<file path="config.mk">
export PLATFORM = sky130hd
export DESIGN_NAME = packet_assembler
export DESIGN_NICKNAME = d
export VERILOG_FILES = /design/src/rtl/packet_assembler_pkg.sv /design/src/rtl/packet_assembler_crc8_engine.sv /design/src/rtl/packet_assembler.sv
export SDC_FILE = /design/constraint.sdc
export NUM_CORES = 1
export LEC_CHECK = 0
export CAP_MARGIN = 20
export CORE_AREA = 2 2 96 98
export CTS_CLUSTER_SIZE = 10
export DETAILED_ROUTE_END_ITERATION = 8
export DIE_AREA = 0 0 98 100
export DONT_BUFFER_PORTS = 1
export GPL_ROUTABILITY_DRIVEN = 0
export GPL_TIMING_DRIVEN = 0
export PLACE_DENSITY = 0.75
export SYNTH_ARGS = -nofsm -noshare
export SYNTH_HDL_FRONTEND = slang
export SYNTH_SLANG_ARGS = --single-unit
</file>
<file path="constraint.sdc">
create_clock -name clk -period 2.6 [get_ports clk]
set_input_delay 0.52 -clock clk [delete_from_list [all_inputs] [get_ports clk]]
set_output_delay 0.52 -clock clk [all_outputs]
set_load 0.005 [all_outputs]
</file>
<file path="src/rtl/packet_assembler_pkg.sv">
// Shared state encoding and the bitwise CRC-8 update used by the packet assembler.
package packet_assembler_pkg;

    typedef enum logic [1:0] {
        IDLE    = 2'd0,
        RECEIVE = 2'd1,
        OUTPUT  = 2'd2
    } pa_state_t;

    // MSB-first, non-reflected CRC-8 over one byte; no final XOR.
    function automatic logic [7:0] crc8_step(
        input logic [7:0] crc,
        input logic [7:0] data,
        input logic [7:0] poly
    );
        logic [7:0] c;
        c = crc;
        for (int i = 7; i >= 0; i--) begin
            c = {c[6:0], 1'b0} ^ ((c[7] ^ data[i]) ? poly : 8'h00);
        end
        return c;
    endfunction

endpackage

</file>
<file path="src/rtl/packet_assembler_crc8_engine.sv">
// Running CRC-8 register; clear restarts from CRC_INIT and folds in a same-cycle byte.
module crc8_engine
    import packet_assembler_pkg::*;
#(
    parameter logic [7:0] CRC_POLY = 8'h07,
    parameter logic [7:0] CRC_INIT = 8'h00
) (
    input  logic       clk,
    input  logic       reset,
    input  logic       clear,
    input  logic       data_valid,
    input  logic [7:0] data,
    output logic [7:0] crc
);

    always_ff @(posedge clk) begin
        if (!reset) begin
            crc <= CRC_INIT;
        end else if (clear) begin
            crc <= data_valid ? crc8_step(CRC_INIT, data, CRC_POLY) : CRC_INIT;
        end else if (data_valid) begin
            crc <= crc8_step(crc, data, CRC_POLY);
        end
    end

endmodule

</file>
<file path="src/rtl/packet_assembler.sv">
// UART byte stream to CRC-checked message assembler with valid/ready output.
// Optional inter-byte timeout abort is enabled by defining PACKET_ASSEMBLER_TIMEOUT_EN.
//
// state   | meaning
// IDLE    | waiting for byte 0 of a packet; CRC held at init
// RECEIVE | collecting payload bytes, then the CRC byte
// OUTPUT  | checked message presented until downstream takes it
module packet_assembler
    import packet_assembler_pkg::*;
#(
    parameter int         MESSAGE_BYTES  = 6,
    parameter logic [7:0] CRC_POLY       = 8'h07,
    parameter logic [7:0] CRC_INIT       = 8'h00,
    parameter int         TIMEOUT_CYCLES = 10000,
    parameter int         ERR_CNT_WIDTH  = 8
) (
    input  logic                       clk,
    input  logic                       reset,
    input  logic [7:0]                 i_data,
    input  logic                       i_valid,
    output logic                       o_ready,
    output logic [8*MESSAGE_BYTES-1:0] o_message,
    output logic                       o_valid,
    input  logic                       i_ready,
    output logic                       o_crc_error,
    output logic                       o_timeout,
    output logic [ERR_CNT_WIDTH-1:0]   o_crc_err_count,
    output logic                       o_busy
);

    localparam int IDX_W = $clog2(MESSAGE_BYTES + 1);
    localparam logic [IDX_W-1:0] CRC_IDX = IDX_W'(MESSAGE_BYTES);

    if (MESSAGE_BYTES < 1 || TIMEOUT_CYCLES < 2) begin : g_param_check
        $error("packet_assembler: MESSAGE_BYTES must be >= 1 and TIMEOUT_CYCLES >= 2");
    end

    pa_state_t                  state;
    pa_state_t                  state_next;
    logic [IDX_W-1:0]           idx;
    logic [8*MESSAGE_BYTES-1:0] payload;
    logic [7:0]                 crc;
    logic                       accept;
    logic                       data_byte;
    logic                       crc_byte;
    logic                       crc_good;
    logic                       crc_bad;
    logic                       timeout_hit;

    always_ff @(posedge clk) begin
        if (!reset) begin
            state <= IDLE;
        end else begin
            state <= state_next;
        end
    end

    always_comb begin
        state_next = state;
        unique case (state)
            IDLE:    if (accept) state_next = RECEIVE;
            RECEIVE: begin
                if (crc_good) begin
                    state_next = OUTPUT;
                end else if (crc_bad || timeout_hit) begin
                    state_next = IDLE;
                end
            end
            OUTPUT:  if (i_ready) state_next = IDLE;
            default: state_next = IDLE;
        endcase
    end

    always_comb begin
        o_ready = (state != OUTPUT);
        o_valid = (state == OUTPUT);
        o_busy  = (state != IDLE);
    end

    // idx is 0 in IDLE, so byte 0 is always a payload byte even when MESSAGE_BYTES is 1.
    assign accept    = i_valid && o_ready;
    assign data_byte = accept && (idx != CRC_IDX);
    assign crc_byte  = accept && (state == RECEIVE) && (idx == CRC_IDX);
    assign crc_good  = crc_byte && (i_data == crc);
    assign crc_bad   = crc_byte && (i_data != crc);

    crc8_engine #(
        .CRC_POLY (CRC_POLY),
        .CRC_INIT (CRC_INIT)
    ) u_crc (
        .clk        (clk),
        .reset      (reset),
        .clear      (state == IDLE),
        .data_valid (data_byte),
        .data       (i_data),
        .crc        (crc)
    );

    always_ff @(posedge clk) begin
        if (!reset) begin
            idx             <= '0;
            payload         <= '0;
            o_message       <= '0;
            o_crc_error     <= 1'b0;
            o_crc_err_count <= '0;
        end else begin
            o_crc_error <= crc_bad;
            if (crc_byte || timeout_hit) begin
                idx <= '0;
            end else if (data_byte) begin
                idx <= idx + 1'b1;
            end
            for (int k = 0; k < MESSAGE_BYTES; k++) begin
                if (data_byte && idx == IDX_W'(k)) begin
                    payload[8*k +: 8] <= i_data;
                end
            end
            if (crc_good) begin
                o_message <= payload;
            end
            if (crc_bad && o_crc_err_count != '1) begin
                o_crc_err_count <= o_crc_err_count + 1'b1;
            end
        end
    end

`ifdef PACKET_ASSEMBLER_TIMEOUT_EN
    localparam int TMR_W = $clog2(TIMEOUT_CYCLES);

    logic [TMR_W-1:0] timer;
    logic             timeout_pulse;

    // Down-counter reloaded on each accepted byte; zero while still idle means threshold reached.
    assign timeout_hit = (state == RECEIVE) && !accept && (timer == '0);
    assign o_timeout   = timeout_pulse;

    always_ff @(posedge clk) begin
        if (!reset) begin
            timer         <= '0;
            timeout_pulse <= 1'b0;
        end else begin
            timeout_pulse <= timeout_hit;
            if (state_next != RECEIVE) begin
                timer <= '0;
            end else if (accept) begin
                timer <= TMR_W'(TIMEOUT_CYCLES - 1);
            end else begin
                timer <= timer - 1'b1;
            end
        end
    end
`else
    assign timeout_hit = 1'b0;
    assign o_timeout   = 1'b0;
`endif

endmodule

</file>
==> results.cfg <==
[layout]
final_area_um2 = 5910
syn2layout_area_growth_pct = 14.0
n_fill_cell = 721
final_nets = 621
drive_gt1_share_pct = 9.49
antennaDiodeCount = 0
stdcell_count = 722

[cts]
ctsResizeCount = 0
cts_buffers = 17
cts_hold_buf = 0
clk_pin_slew_ps = 60
cts.path.max_buffers = 2
post_cts_buffers = 0
cts.sinks = 118
clock_latency_ps = 520
cts-root-buf = clkbuf_8
tritoncts = done
cts-htree-levels = 4

[route]
highest_layer = met4
viasPerCell = 5.50
drt_first_pass_iters = 5
dr_total_vias = 3973
wire_per_inst_um = 16.1
met2WireLength_um = 5660
wl_met3_um = 759
ant_nets = 0
drt-total-wl_um = 11600
drt-met1-wl_um = 5000
drc = 0
drt-initial-drc-count = 270

[timing]
max_freq_ghz = 0.442
hold_viol = 0
slew_headroom_pct = 61.7
setup_ws_ps = 337
rsz0062_at_grt = false
setup_viol = 0
max_slew.worst_pin.slew_ps = 574
finalSetupTns_ps = 0
holdWs_ps = 188
min_period_ps = 2260
finalCritPeriodShare_pct = 87.0
skew_ps = 8.62
finalMaxSlewViolations = 0

[place]
dp_cells = 692
hpwl_um = 8010
place_ws_ps = -48.1
portBuffers = 0
placed_cell_area_um2 = 5320

[run]
drv_cap = 0

[global_routing]
grt_util_all_layers_pct = 24.8
overflow = 0
grt_pass1_wl_um = 19100
grt_pass1_vias = 3839
antenna_found_initial = 0
grt_max_degree = 17

[logic_synthesis]
synth-edff-count = 0
synth_top_family_by_area = simple AND/OR/NAND/NOR gates
synthSimpleGateAreaFrac_pct = 21.5
synth_nets = 602
async_flop_share_pct = 0
synth_commonest_cells = nand2_1 (135), dfxtp_1 (118), a21boi_0 (64)
synth_area_leaders = dfxtp_1 (46%), nand2_1 (9.8%), a21boi_0 (9.3%)
yosysSeqAreaShare_pct = 45.6
synth_largest_area_cell = dfxtp_1
yosysUniqueCellTypes = 44
syn_area_per_cell_um2 = 8.92
synth_top_area_share_pct = 45.6
synth-xor-area-share_pct = 7.44
muxShareOfSynthArea_pct = 5.21
synth_compound_area_share_pct = 13.7
yosysMostFrequentCell = nand2_1
yosys_warnings = 0
synth-adder-area-share_pct = 2.17
synthFlopType = dfxtp_1
synth-seq-cells = 118
syn_area_um2 = 5180
synthCells = 581

[floorplan]
die-area_um2 = 9800
core_um2 = 8890
die_width_um = 98
num_rows = 35
initial_utilization_pct = 58.3
pin_count = 73
die_h_um = 100

[setup_path]
crit_path_start_kind = register
critPathCaptureType = register
critPathMaxFanout = 10
worstSetupPathType = register to register
critical_path_required_ps = 3000
cp.arrival_ps = 2660

[power_and_ir_drop]
irDropWorstVdd_uv = 531
power_density_nw_per_um2 = 779
leakage_nw = 2.25

[hold_path]
hold_class = input port to register

[run_status]
status = finished clean
-- metal layers --
metal | GRT usage (%) | vias up
li1 | - | 1973
met1 | 31.1 | 1866
met2 | 41.3 | 116
met3 | 7.38 | 18
met4 | 8.33 | 0
met5 | 0 | -
-- area by class of cell --
| class | count | area, um2 | area share (%) |
|---|---|---|---|
| multi-input cells | 415 | 2600 | 44.0 |
| flip-flops and latches | 118 | 2360 | 40.0 |
| clock buffers | 22 | 463 | 7.84 |
| plain buffers | 43 | 203 | 3.43 |
| well taps | 111 | 139 | 2.35 |
| clock inverters | 8 | 124 | 2.10 |
| inverters | 5 | 18.8 | 0.318 |
-- sequential cells by signal, indices dropped and copies added, names as in the netlist --
| name | count |
|---|---|
| idx | 3 |
| state | 2 |
| u_crc.crc | 8 |
| payload | 48 |
| o_crc_err_count | 8 |
| o_message | 48 |
| o_crc_error | 1 |
-- metrics by stage --
stage	total power, mW	utilization (%)
2_1_floorplan	2.24	-
3_3_place_gp	2.31	59.9
3_5_place_dp	2.33	59.9
4_1_cts	4.63	66.5
5_1_grt	4.77	66.5
6_report	4.60	66.5
-- where the power goes --
group	internal, mW	switching (mW)	total [mW]
logic	0.184	0.226	0.410
clock network	1.52	0.783	2.30
registers	1.85	0.0383	1.89
-- path summary, 6_finish.rpt --
check / endpoint / startpoint / depth (start not counted) / slack [ps]
worst min-delay path: state[0]$_SDFFE_PN0P_ / i_valid / 2 / 190
worst max-delay path: o_message[38]$_SDFFE_PN0P_ / u_crc.crc[7]$_SDFFE_PN0P_ / 9 / 340
worst min register to register: o_message[29]$_SDFFE_PN0P_ / payload[29]$_SDFFE_PN0P_ / 2 / 460
worst max register to register: o_message[38]$_SDFFE_PN0P_ / u_crc.crc[7]$_SDFFE_PN0P_ / 9 / 340
-- cell usage in the layout (no fill, tap or decap), drive strengths merged, types with 3 or more instances in the layout --
master and count:
nand3 38, nor2 11, clkinv 3, nand4 3
a21boi 74, o21a 3, mux2i 27, nor2b 24
nand2 136, ha 9, inv 5, nor3 3
clkbuf 44, xor2 12, xnor2 29, and2 7
o2111ai 3, or3 3, dfxtp 118, and3 7
bufinv 3, o21ai 7, buf 21
-- critical path: stages (launching register included) --
cell	delay, ps
dfxtp_1	330
xnor2_1	360
ha_1	210
and3_1	160
and3_1	290
nand2_1	180
buf_2	240
buf_2	210
nand2_1	80
a21boi_0	80
-- logic make-up after synthesis --
kind of cell             Yosys count
other                              1
multiplexers                      27
XOR/XNOR                          41
AND/OR/NAND/NOR                  241
flip-flops                       118
AO/OA/AOI/OAI                     96
buffers and inverters             48
adder cells (fa/ha/maj)            9
Power figures use the tool's default switching activity.
==> RTL edit (same flow settings) <==
Register the output `o_crc_error` once more, cleared by the reset; this adds one clock of latency there. The other outputs are not delayed to match.
--- a/src/rtl/packet_assembler.sv
+++ b/src/rtl/packet_assembler.sv
@@ -31,4 +31,6 @@
     localparam int IDX_W = $clog2(MESSAGE_BYTES + 1);
     localparam logic [IDX_W-1:0] CRC_IDX = IDX_W'(MESSAGE_BYTES);
+
+    logic o_crc_error_s0;
 
     if (MESSAGE_BYTES < 1 || TIMEOUT_CYCLES < 2) begin : g_param_check
@@ -102,8 +104,8 @@
             payload         <= '0;
             o_message       <= '0;
-            o_crc_error     <= 1'b0;
+            o_crc_error_s0  <= 1'b0;
             o_crc_err_count <= '0;
         end else begin
-            o_crc_error <= crc_bad;
+            o_crc_error_s0 <= crc_bad;
             if (crc_byte || timeout_hit) begin
                 idx <= '0;
@@ -155,4 +157,12 @@
 `endif
 
+    always_ff @(posedge clk) begin
+        if (!reset) begin
+            o_crc_error <= '0;
+        end else begin
+            o_crc_error <= o_crc_error_s0;
+        end
+    end
+
 endmodule
 
Check against the original RTL: not equivalent (a bounded check fails within 10 cycles, from zero or initial values and one cycle with reset low).
==> RTL edit against the unedited design <==
  * Global-route usage rose by 0.72 points
  * Routed wire length rose by 5.7%
  * Clock skew fell by 0.0013 ns
  * Hold slack got worse by 0.061 ns
  * Synthesized cell count rose by 0.52%
  * Synthesized area fell by 4.2%
  * Fmax fell by 4.8%
  * Setup slack got worse by 0.12 ns
  * Total power rose by 0.21%
  * Sequential cell count rose by 1
  * Final area fell by 3.4%
==> RTL edit: results (changes against the unedited design) <==
| Metric | Value |
|---|---|
| Status | completed |
| Arrival time at the worst endpoint | 2.82 ns (+0.16 ns) |
| Clock latency of the later-clocked register in the worst-skew pair | 0.51 ns |
| Worst path slowest cell | sky130_fd_sc_hd__clkbuf_1 |
| Largest registers | o_message: 48 flops, payload: 48 flops |
| Placed instance count | 695 (+0.43%) |
| Avg WL per Cell | 16.89 microns (+5.1%) |
| Static leakage power | 0.002236 uW (-0.77%) |
| Biggest area contributors in the synthesized netlist | sky130_fd_sc_hd__dfxtp_1, sky130_fd_sc_hd__nand2_1, sky130_fd_sc_hd__a21oi_1 |
| Maximum vdd ir drop | 426.5 uV (-20%) |
| Met1 wire length | 4863 microns (-2.6%) |
| Cell family with the largest share of critical-path delay | buffers and inverters |
| Hpwl dp | 8139 microns (+1.6%) |
| Level count of the clock H-tree | 4 (unchanged) |
| Post-placement setup slack | -0.6756 ns (-0.6276 ns) |
| Top metal layer carrying routed signals | met4 |
| Count of flip-flops with a built-in enable after synthesis | 0 (unchanged) |
| Post-layout nets | 624 (+0.48%) |
| Antenna violations before repair | 0 (unchanged) |
| Hold crit path type | in2reg |
| Gr usage total | 25.54% (+0.72 points) |
| Routed met2 length | 6305 microns (+11%) |
| Net Count, Synth | 605 (+0.50%) |
| Distinct cells, synth | 39 (-11%) |
| Slowest cell delay on critical path | 0.53 ns (+0.17 ns) |
| Leading post-synthesis cells by instance count | sky130_fd_sc_hd__nand2_1, sky130_fd_sc_hd__dfxtp_1, sky130_fd_sc_hd__a21oi_1 |
| Drt pass-1 iters | 8 (+3) |
| Yosys synthesis warning count | 0 (unchanged) |
| Async set-reset flop share out of synthesis | 0% (unchanged) |
| Synthesized area per cell | 8.503 sq um (-4.7%) |
| Via count of the first global-routing pass | 4049 (+5.5%) |
| Cell at the root of the clock tree | sky130_fd_sc_hd__clkbuf_8 |
| Share of the yosys chip area belonging to registers | 47.97% (+2.4 points) |
| Total wire length after detailed routing | 12260 microns (+5.7%) |
| Final clock skew | 0.007287 ns (-0.001333 ns) |
| Post-CTS setup buffers | 0 (unchanged) |
| Clock slew at the register clock pins of the worst setup and hold paths | 0.06 ns (about the same) |
| Slew at the pin closest to its max-slew limit | 0.7144 ns (+0.1405 ns) |
| N_diodes | 0 (unchanged) |
| Met3 routed wirelength | 818 microns (+7.8%) |
| Number of DRC markers in iteration 0 | 239 (-11%) |
| Wire length of the first global-routing pass | 19550 microns (+2.4%) |
| Proportion of layout cells with a drive suffix above 1 | 9.431% (-0.062 points) |
| Via count of the routed design | 4143 (+4.3%) |
-- RTL edit: cell count changes in the layout (fill, tap and decap cells not counted), moves of 5 or more --
cell                       change
sky130_fd_sc_hd__a21boi_0     -63
sky130_fd_sc_hd__a21boi_1     -10
sky130_fd_sc_hd__a21oi_1      +81
sky130_fd_sc_hd__and2_1        -5
sky130_fd_sc_hd__buf_2         -5
sky130_fd_sc_hd__clkbuf_2      +5
sky130_fd_sc_hd__nor2_1       +29
sky130_fd_sc_hd__nor2b_1      -24
-- RTL edit: cell families (layout without fill, tap and decap cells) --
family,Yosys count,after routing,share of synthesized area [%]
AND/OR/NAND/NOR,242,242,20.99
flip-flops,119,119,47.97
AO/OA/AOI/OAI,93,93,9.650
buffers and inverters,51,82,5.089
XOR/XNOR,40,40,8.088
multiplexers,29,29,5.871
adder cells (fa/ha/maj),9,9,2.268
other,1,1,0.07551
-- RTL edit: power by group --
group,total [uW],internal (uW),switching [uW]
combinational,434,182,251
sequential,1910,1870,37.5
clock,2270,1480,794
-- RTL edit: repair_timing --
item,4_1_cts,5_1_grt
hold buffers,0,0
hold endpoints to repair,0,0
setup endpoints to repair,22,20
pin swaps,0,0
resized for setup,2,9
-- RTL edit: cell type report --
type | count | area, sq um
inverter | 8 | 30.03
fill | 743 | 3183
sequential | 119 | 2382
clock inverter | 8 | 95.09
multi-input combinational | 414 | 2345
clock buffer | 23 | 486.7
tap | 111 | 138.9
buffer | 43 | 229.0
-- RTL edit: worst paths after layout --
| check | start | to | slack (ns) | depth (start not counted) |
|---|---|---|---|---|
| worst max-delay path | i_data[6] | o_message[46]$_SDFFE_PN0P_ | 0.22 | 9 |
| worst min-delay path | reset | o_crc_err_count[7]$_SDFFE_PN0P_ | 0.13 | 1 |
| worst max register to register | u_crc.crc[7]$_SDFFE_PN0P_ | o_message[46]$_SDFFE_PN0P_ | 0.28 | 8 |
| worst min register to register | o_crc_error_s0$_SDFF_PN0_ | o_crc_error$_SDFF_PN0_ | 0.45 | 1 |
-- RTL edit: metal layers --
metal | up-vias | GRT usage, %
li1 | 1975 | -
met3 | 31 | 7.799
met2 | 154 | 45.21
met1 | 1983 | 28.61
met4 | 0 | 10.79
met5 | - | 0
-- RTL edit: through the flow --
stage	TNS (ns)	area [sq um]
floorplan	0	4966
global placement	-21.14	5105
detailed placement	-24.26	5105
CTS	0	5694
global route	0	5707
finish	0	5707
